**src/rtl/cordic_fsm_param.sv**
```systemverilog
// Sequencing controller for an iterative CORDIC datapath.
// Steps the datapath through N_ITER micro-rotations. Each rotation performs three
// add/sub handshakes (X, Y, Z) with the shared unit, and an add/sub wait longer
// than TIMEOUT cycles aborts the run with an error.
// Every output is registered from the decode of the cycle's state, so it appears
// on the cycle after that state was active.
// Ports:
//   clk, reset            clock, synchronous active-high reset
//   beg_FSM_CORDIC        start request (IDLE only)
//   ACK_FSM_CORDIC        consumer took the result / error
//   operation             00 cos, 01 sin, 10 atan, 11 magnitude
//   shift_region_flag     input-angle region, 01/10 = swapped
//   ready_add_subt        add/sub result valid
//   ready_CORDIC, busy, timeout_err            status to the requester
//   beg_add_subt, ack_add_subt                 add/sub handshake
//   mode, iter_idx, sel_mux_1, sel_mux_2, sel_out  datapath steering
//   enab_*                                     datapath register enables
module cordic_fsm_param #(
  parameter int unsigned N_ITER  = 24,
  parameter int unsigned ITER_W  = 5,
  parameter int unsigned TIMEOUT = 15,
  parameter int unsigned TO_W    = 4
) (
  input  logic              clk,
  input  logic              reset,
  input  logic              beg_FSM_CORDIC,
  input  logic              ACK_FSM_CORDIC,
  input  logic [1:0]        operation,
  input  logic [1:0]        shift_region_flag,
  input  logic              ready_add_subt,
  output logic              ready_CORDIC,
  output logic              busy,
  output logic              timeout_err,
  output logic              beg_add_subt,
  output logic              ack_add_subt,
  output logic              mode,
  output logic [ITER_W-1:0] iter_idx,
  output logic              sel_mux_1,
  output logic [1:0]        sel_mux_2,
  output logic [1:0]        sel_out,
  output logic              enab_RB1,
  output logic              enab_RB2,
  output logic              enab_d_ff_Xn,
  output logic              enab_d_ff_Yn,
  output logic              enab_d_ff_Zn,
  output logic              enab_dff_shifted,
  output logic              enab_dff_LUT_sign,
  output logic              enab_dff5,
  output logic              enab_d_ff_out
);

  typedef enum logic [3:0] {
    S_IDLE, S_LOAD, S_SHIFT, S_ADD, S_ACKS, S_POST, S_OUT, S_DONE, S_ERR
  } state_t;

  state_t            state_q, state_d;
  logic [ITER_W-1:0] iter_q, iter_d;
  logic [1:0]        var_q, var_d;
  logic [TO_W-1:0]   to_q, to_d;
  logic [1:0]        op_q, op_d, region_q, region_d;

  logic ready_q, ready_d, busy_q, busy_d, terr_q, terr_d;
  logic beg_as_q, beg_as_d, ack_as_q, ack_as_d, mode_q, mode_d;
  logic sel1_q, sel1_d;
  logic [1:0] sel2_q, sel2_d, selout_q, selout_d;
  logic rb1_q, rb1_d, rb2_q, rb2_d, xn_q, xn_d, yn_q, yn_d, zn_q, zn_d;
  logic shft_q, shft_d, lut_q, lut_d, dff5_q, dff5_d, dout_q, dout_d;

  // Region 01/10 means the datapath swapped X and Y for the input angle.
  logic swapped_c;
  assign swapped_c = shift_region_flag_swapped(region_q);

  function automatic logic shift_region_flag_swapped(input logic [1:0] rg);
    return rg[0] ^ rg[1];
  endfunction

  // Next-state, counter and output decode.
  always_comb begin
    state_d  = state_q;
    iter_d   = iter_q;
    var_d    = var_q;
    to_d     = to_q;
    op_d     = op_q;
    region_d = region_q;
    ready_d  = 1'b0;
    terr_d   = 1'b0;
    beg_as_d = 1'b0;
    ack_as_d = 1'b0;
    sel1_d   = sel1_q;
    sel2_d   = sel2_q;
    selout_d = selout_q;
    rb1_d    = 1'b0;
    rb2_d    = 1'b0;
    xn_d     = 1'b0;
    yn_d     = 1'b0;
    zn_d     = 1'b0;
    shft_d   = 1'b0;
    lut_d    = 1'b0;
    dff5_d   = 1'b0;
    dout_d   = 1'b0;
    unique case (state_q)
      S_IDLE: begin
        if (beg_FSM_CORDIC) begin
          rb1_d    = 1'b1;
          iter_d   = '0;
          var_d    = '0;
          to_d     = '0;
          op_d     = operation;
          region_d = shift_region_flag;
          state_d  = S_LOAD;
        end
      end
      S_LOAD: begin
        rb2_d   = 1'b1;
        sel1_d  = (iter_q != '0);
        state_d = S_SHIFT;
      end
      S_SHIFT: begin
        shft_d  = 1'b1;
        lut_d   = 1'b1;
        var_d   = '0;
        state_d = S_ADD;
      end
      S_ADD: begin
        beg_as_d = 1'b1;
        sel2_d   = var_q;
        if (ready_add_subt) begin
          xn_d    = (var_q == 2'd0);
          yn_d    = (var_q == 2'd1);
          zn_d    = (var_q == 2'd2);
          to_d    = '0;
          state_d = S_ACKS;
        end else if (to_q == TO_W'(TIMEOUT - 1)) begin
          // This was the TIMEOUT-th consecutive cycle without a result.
          to_d    = '0;
          state_d = S_ERR;
        end else begin
          to_d = to_q + TO_W'(1);
        end
      end
      S_ACKS: begin
        ack_as_d = 1'b1;
        if (var_q != 2'd2) begin
          var_d   = var_q + 2'd1;
          state_d = S_ADD;
        end else if (iter_q != ITER_W'(N_ITER - 1)) begin
          iter_d  = iter_q + ITER_W'(1);
          state_d = S_LOAD;
        end else begin
          state_d = S_POST;
        end
      end
      S_POST: begin
        dff5_d = 1'b1;
        unique case (op_q)
          2'b00:   selout_d = swapped_c ? 2'b01 : 2'b00;
          2'b01:   selout_d = swapped_c ? 2'b00 : 2'b01;
          2'b10:   selout_d = 2'b10;
          default: selout_d = 2'b00;
        endcase
        state_d = S_OUT;
      end
      S_OUT: begin
        dout_d  = 1'b1;
        state_d = S_DONE;
      end
      S_DONE: begin
        if (ACK_FSM_CORDIC) state_d = S_IDLE;
        else                ready_d = 1'b1;
      end
      S_ERR: begin
        if (ACK_FSM_CORDIC) begin
          state_d = S_IDLE;
        end else begin
          ready_d = 1'b1;
          terr_d  = 1'b1;
        end
      end
      default: state_d = S_IDLE;
    endcase
    busy_d = (state_d != S_IDLE);
    mode_d = op_d[1];
  end

  // State, counters and registered outputs.
  always_ff @(posedge clk) begin
    if (reset) begin
      state_q  <= S_IDLE;
      iter_q   <= '0;
      var_q    <= '0;
      to_q     <= '0;
      op_q     <= '0;
      region_q <= '0;
      ready_q  <= 1'b0;
      busy_q   <= 1'b0;
      terr_q   <= 1'b0;
      beg_as_q <= 1'b0;
      ack_as_q <= 1'b0;
      mode_q   <= 1'b0;
      sel1_q   <= 1'b0;
      sel2_q   <= 2'b10;
      selout_q <= 2'b00;
      rb1_q    <= 1'b0;
      rb2_q    <= 1'b0;
      xn_q     <= 1'b0;
      yn_q     <= 1'b0;
      zn_q     <= 1'b0;
      shft_q   <= 1'b0;
      lut_q    <= 1'b0;
      dff5_q   <= 1'b0;
      dout_q   <= 1'b0;
    end else begin
      state_q  <= state_d;
      iter_q   <= iter_d;
      var_q    <= var_d;
      to_q     <= to_d;
      op_q     <= op_d;
      region_q <= region_d;
      ready_q  <= ready_d;
      busy_q   <= busy_d;
      terr_q   <= terr_d;
      beg_as_q <= beg_as_d;
      ack_as_q <= ack_as_d;
      mode_q   <= mode_d;
      sel1_q   <= sel1_d;
      sel2_q   <= sel2_d;
      selout_q <= selout_d;
      rb1_q    <= rb1_d;
      rb2_q    <= rb2_d;
      xn_q     <= xn_d;
      yn_q     <= yn_d;
      zn_q     <= zn_d;
      shft_q   <= shft_d;
      lut_q    <= lut_d;
      dff5_q   <= dff5_d;
      dout_q   <= dout_d;
    end
  end

  assign ready_CORDIC      = ready_q;
  assign busy              = busy_q;
  assign timeout_err       = terr_q;
  assign beg_add_subt      = beg_as_q;
  assign ack_add_subt      = ack_as_q;
  assign mode              = mode_q;
  assign iter_idx          = iter_q;
  assign sel_mux_1         = sel1_q;
  assign sel_mux_2         = sel2_q;
  assign sel_out           = selout_q;
  assign enab_RB1          = rb1_q;
  assign enab_RB2          = rb2_q;
  assign enab_d_ff_Xn      = xn_q;
  assign enab_d_ff_Yn      = yn_q;
  assign enab_d_ff_Zn      = zn_q;
  assign enab_dff_shifted  = shft_q;
  assign enab_dff_LUT_sign = lut_q;
  assign enab_dff5         = dff5_q;
  assign enab_d_ff_out     = dout_q;

endmodule

```
**config.mk**
```make
export PLATFORM = sky130hd
export DESIGN_NAME = cordic_fsm_param
export DESIGN_NICKNAME = d
export VERILOG_FILES = /design/src/rtl/cordic_fsm_param.sv
export SDC_FILE = /design/constraint.sdc
export NUM_CORES = 1
export LEC_CHECK = 0
export CAP_MARGIN = 20
export CORE_UTILIZATION = 45
export CTS_CLUSTER_SIZE = 28
export DETAILED_ROUTE_END_ITERATION = 12
export PLACE_DENSITY = 0.76
export SYNTH_ARGS = -nofsm -noshare
export SYNTH_HDL_FRONTEND = slang
export SYNTH_SLANG_ARGS = --single-unit
```
**constraint.sdc**
```tcl
create_clock -name clk -period 1.75 [get_ports clk]
set_clock_uncertainty 0.15 [all_clocks]
set_input_delay 0.35 -clock clk [delete_from_list [all_inputs] [get_ports clk]]
set_output_delay 0.35 -clock clk [all_outputs]
set_load 0.01 [all_outputs]
```
==> impl_results.md <==
- Status: finished clean
- Startpoint Class: register
- CTS Sinks: 37
- Clk_lat worst skew: 0.29 ns
- First-pass GRT wire length: between 6000 and 7000 µm
- Netlist Area Pre-Place: 1708 µm²
- Final Cycle Share: ~100%
- Slew Viols, Final: 0
- Flops & latches, synth: 37
- DP Worst Slack: -0.2304 ns
- Largest net degree at the start of global routing: 14
- Mapped Nets: 204
- Dpl cells: 290
- Die ar.: a little over 4000 µm²
- Total track usage: around a fifth
- Max-cap check violation count: 0
- Cells after Synth: between 150 and 200
- Yosys top cell by area: dfxtp_1
- Predominant post-synthesis flop cell: dfxtp_1
- CTS tree: built
- Setup CP Type: register to register
- Most frequent cells in the layout: 34 x buf_4, 33 x dfxtp_1, 31 x clkdlybuf4s50_1
- Final antenna-violating net count: 0
- Htree depth: 2
- CTS Buffer Depth: 2
- Avg WL per Cell: 12.81 µm
- # rows: 22
- Endpoints failing hold: 0
- Via count: 1597
- Hold endpoint: sel_mux_2[1]
- Share of cells above drive strength 1: between 20% and 30%
- Yosys warns: 0
- Post-synthesis sequential area ratio: 43.37%
- Number of enable flip-flop cells after synthesis: 0
- Data arrival, critical path: 1.81 ns
- FMAX: about 570 MHz
- Unrepaired setup endpoints after global routing: true
- Commonest non-fill, non-tap cell in the layout: buf_4
- DR DRC count: 0
- Hold Startpoint: sel_mux_2[1]
- Final cell count without fillers: about 300
- Least-Margin Pin Slew: 0.3170 ns
- Initial antenna violation count: 0
- Hold-fix buffers, CTS: 0
- Peak VDD IR: 505.1 µV
- Synthesis-to-layout area growth: 47.11%
- Post-DP HPWL: ~2700 µm
- Final min period: 1.742 ns
- DRT Wirelength: 3870 µm
- Die W: about 64 µm
- Slew margin rel.: 78.69%
- Number of global-route vias before repair: 1461
- GRT overflow: 0
- Worst hold-check path type: register to register
- Top-area cell type share of the netlist area: 43.37%
- CP required: 1.82 ns
- Die H: between 60 and 70 µm
- Kind of end point of the critical path: register
- Setup violations, final: 0
- Number of diodes: 0
- Worst flop-to-flop path endpoint: iter_idx[0]
- Gpl congestion: between 0.8 and 0.9
- Root buf cell: clkbuf_8
- Worst reg2reg path startpoint: state_q[0]
- Drt first pass iters: 4
- I/O pins: 34
- CTS buffer count: 5
- Final #Nets: 269
- Async SR Flop Fraction: 0%
- Vias/cell: 5.288
- Ranking of synthesized cells by area: dfxtp_1 43%, ha_1 5.1%, nor2_1 4.8%, a21oi_1 3.2%, inv_1 2.4%
- Core area: 3661 µm²
- Mean Syn Cell Area: 9.085 µm²
- Clock slew at reported path FFs: ~0.08 ns
- Worst reg2reg setup slack: between 0.007 and 0.008 ns
- Synth unique cells: 47
- Hold depth: 1
- Power Density: 760.1 nW/µm²
- Hold_ws: roughly 0.33 ns
- Lkg Pwr: 1.001 nW
- Crit path max fanout: 4
- Number of port buffers: 33
- Initial Util: 46.65%
- Setup ws final: 0.007747 ns
- DRT iter0 DRCs: 74
- Reg2Reg Depth: 4
[worst max path at each step]
stage / startpoint / slack [ns] / end
5_1_grt: state_q[0] / -0.06 / iter_idx[0]
2_1_floorplan: state_q[1] / 0.11 / iter_idx[2]
6_report: state_q[0] / 0.008 / iter_idx[0]
3_3_place_gp: beg_FSM_CORDIC / -0.19 / iter_idx[2]
3_5_place_dp: beg_FSM_CORDIC / -0.23 / iter_idx[3]
4_1_cts: state_q[3] / 0.005 / iter_idx[0]
[registers in the layout (all words and copies together) (netlist names), 2 cells and up]
signal and flops:
iter_idx 5, sel_mux_2 2, var_q 2, sel_out 2, op_q 2, to_q 4, region_q 2, state_q 4
[timing repair]
item / CTS / global route
setup buffers: 0 / 4
setup endpoints to repair: 7 / 8
gates resized for setup: 6 / 12
pin swaps: 0 / 4
[metrics by stage]
stage               setup TNS (ns)  total power, mW  util, %  area, µm²
floorplan                        0            1.038        -       1708
global placement            -1.113            1.153    62.41       2285
detailed placement          -1.554            1.156    62.41       2285
CTS                              0            1.908    66.40       2431
global route              -0.08790            1.994    68.63       2512
finish                           0            1.910    68.63       2512
[final cells by class]
type / count / area (µm²)
flip-flops and latches: 37 / 750.7
multi-input cells: 130 / 943.4
fillers: 295 / 1149
inverters: 11 / 41.29
well taps: 48 / 60.06
repair buffers: 68 / 601.8
clock inverters: 3 / 46.29
clock buffers: 5 / 68.82
[critical path, stage by stage, from the launching register on]
cell and delay, ns:
dfxtp_4 0.36, or4b_4 0.56, buf_6 0.14, or3_1 0.30, a31oi_1 0.16
[cells by family after synthesis]
group	synth area share (%)
AOI/OAI and AO/OA	16.92
xor gates and xnor gates	1.539
buffers and inverters	5.129
and+or+nand+nor	27.33
muxes	0.5861
adders and majority gates	5.128
DFF	43.37
[Yosys cell counts (5+ instances only)]
master	count
a21oi_1	11
nor3_1	6
nand3_1	6
nand2_1	8
ha_1	7
and3_1	6
clkbuf_1	5
dfxtp_1	37
a31oi_1	6
nor2_1	22
inv_1	11
[power by group]
group	internal [mW]	switching (mW)	leakage [nW]
registers	0.866	0.0197	0.302
logic	0.145	0.131	0.645
clock network	0.426	0.321	0.0543
total	1.44	0.472	1.00
[per-layer routing]
| metal | track usage (%) | wire length, µm |
|---|---|---|
| met1 | 26.20 | 1701 |
| met2 | 32.18 | 1945 |
| met3 | 5.072 | 158 |
| met4 | 9.375 | 64 |
| met5 | 0 | 0 |
(Power assumes the default switching activity.)
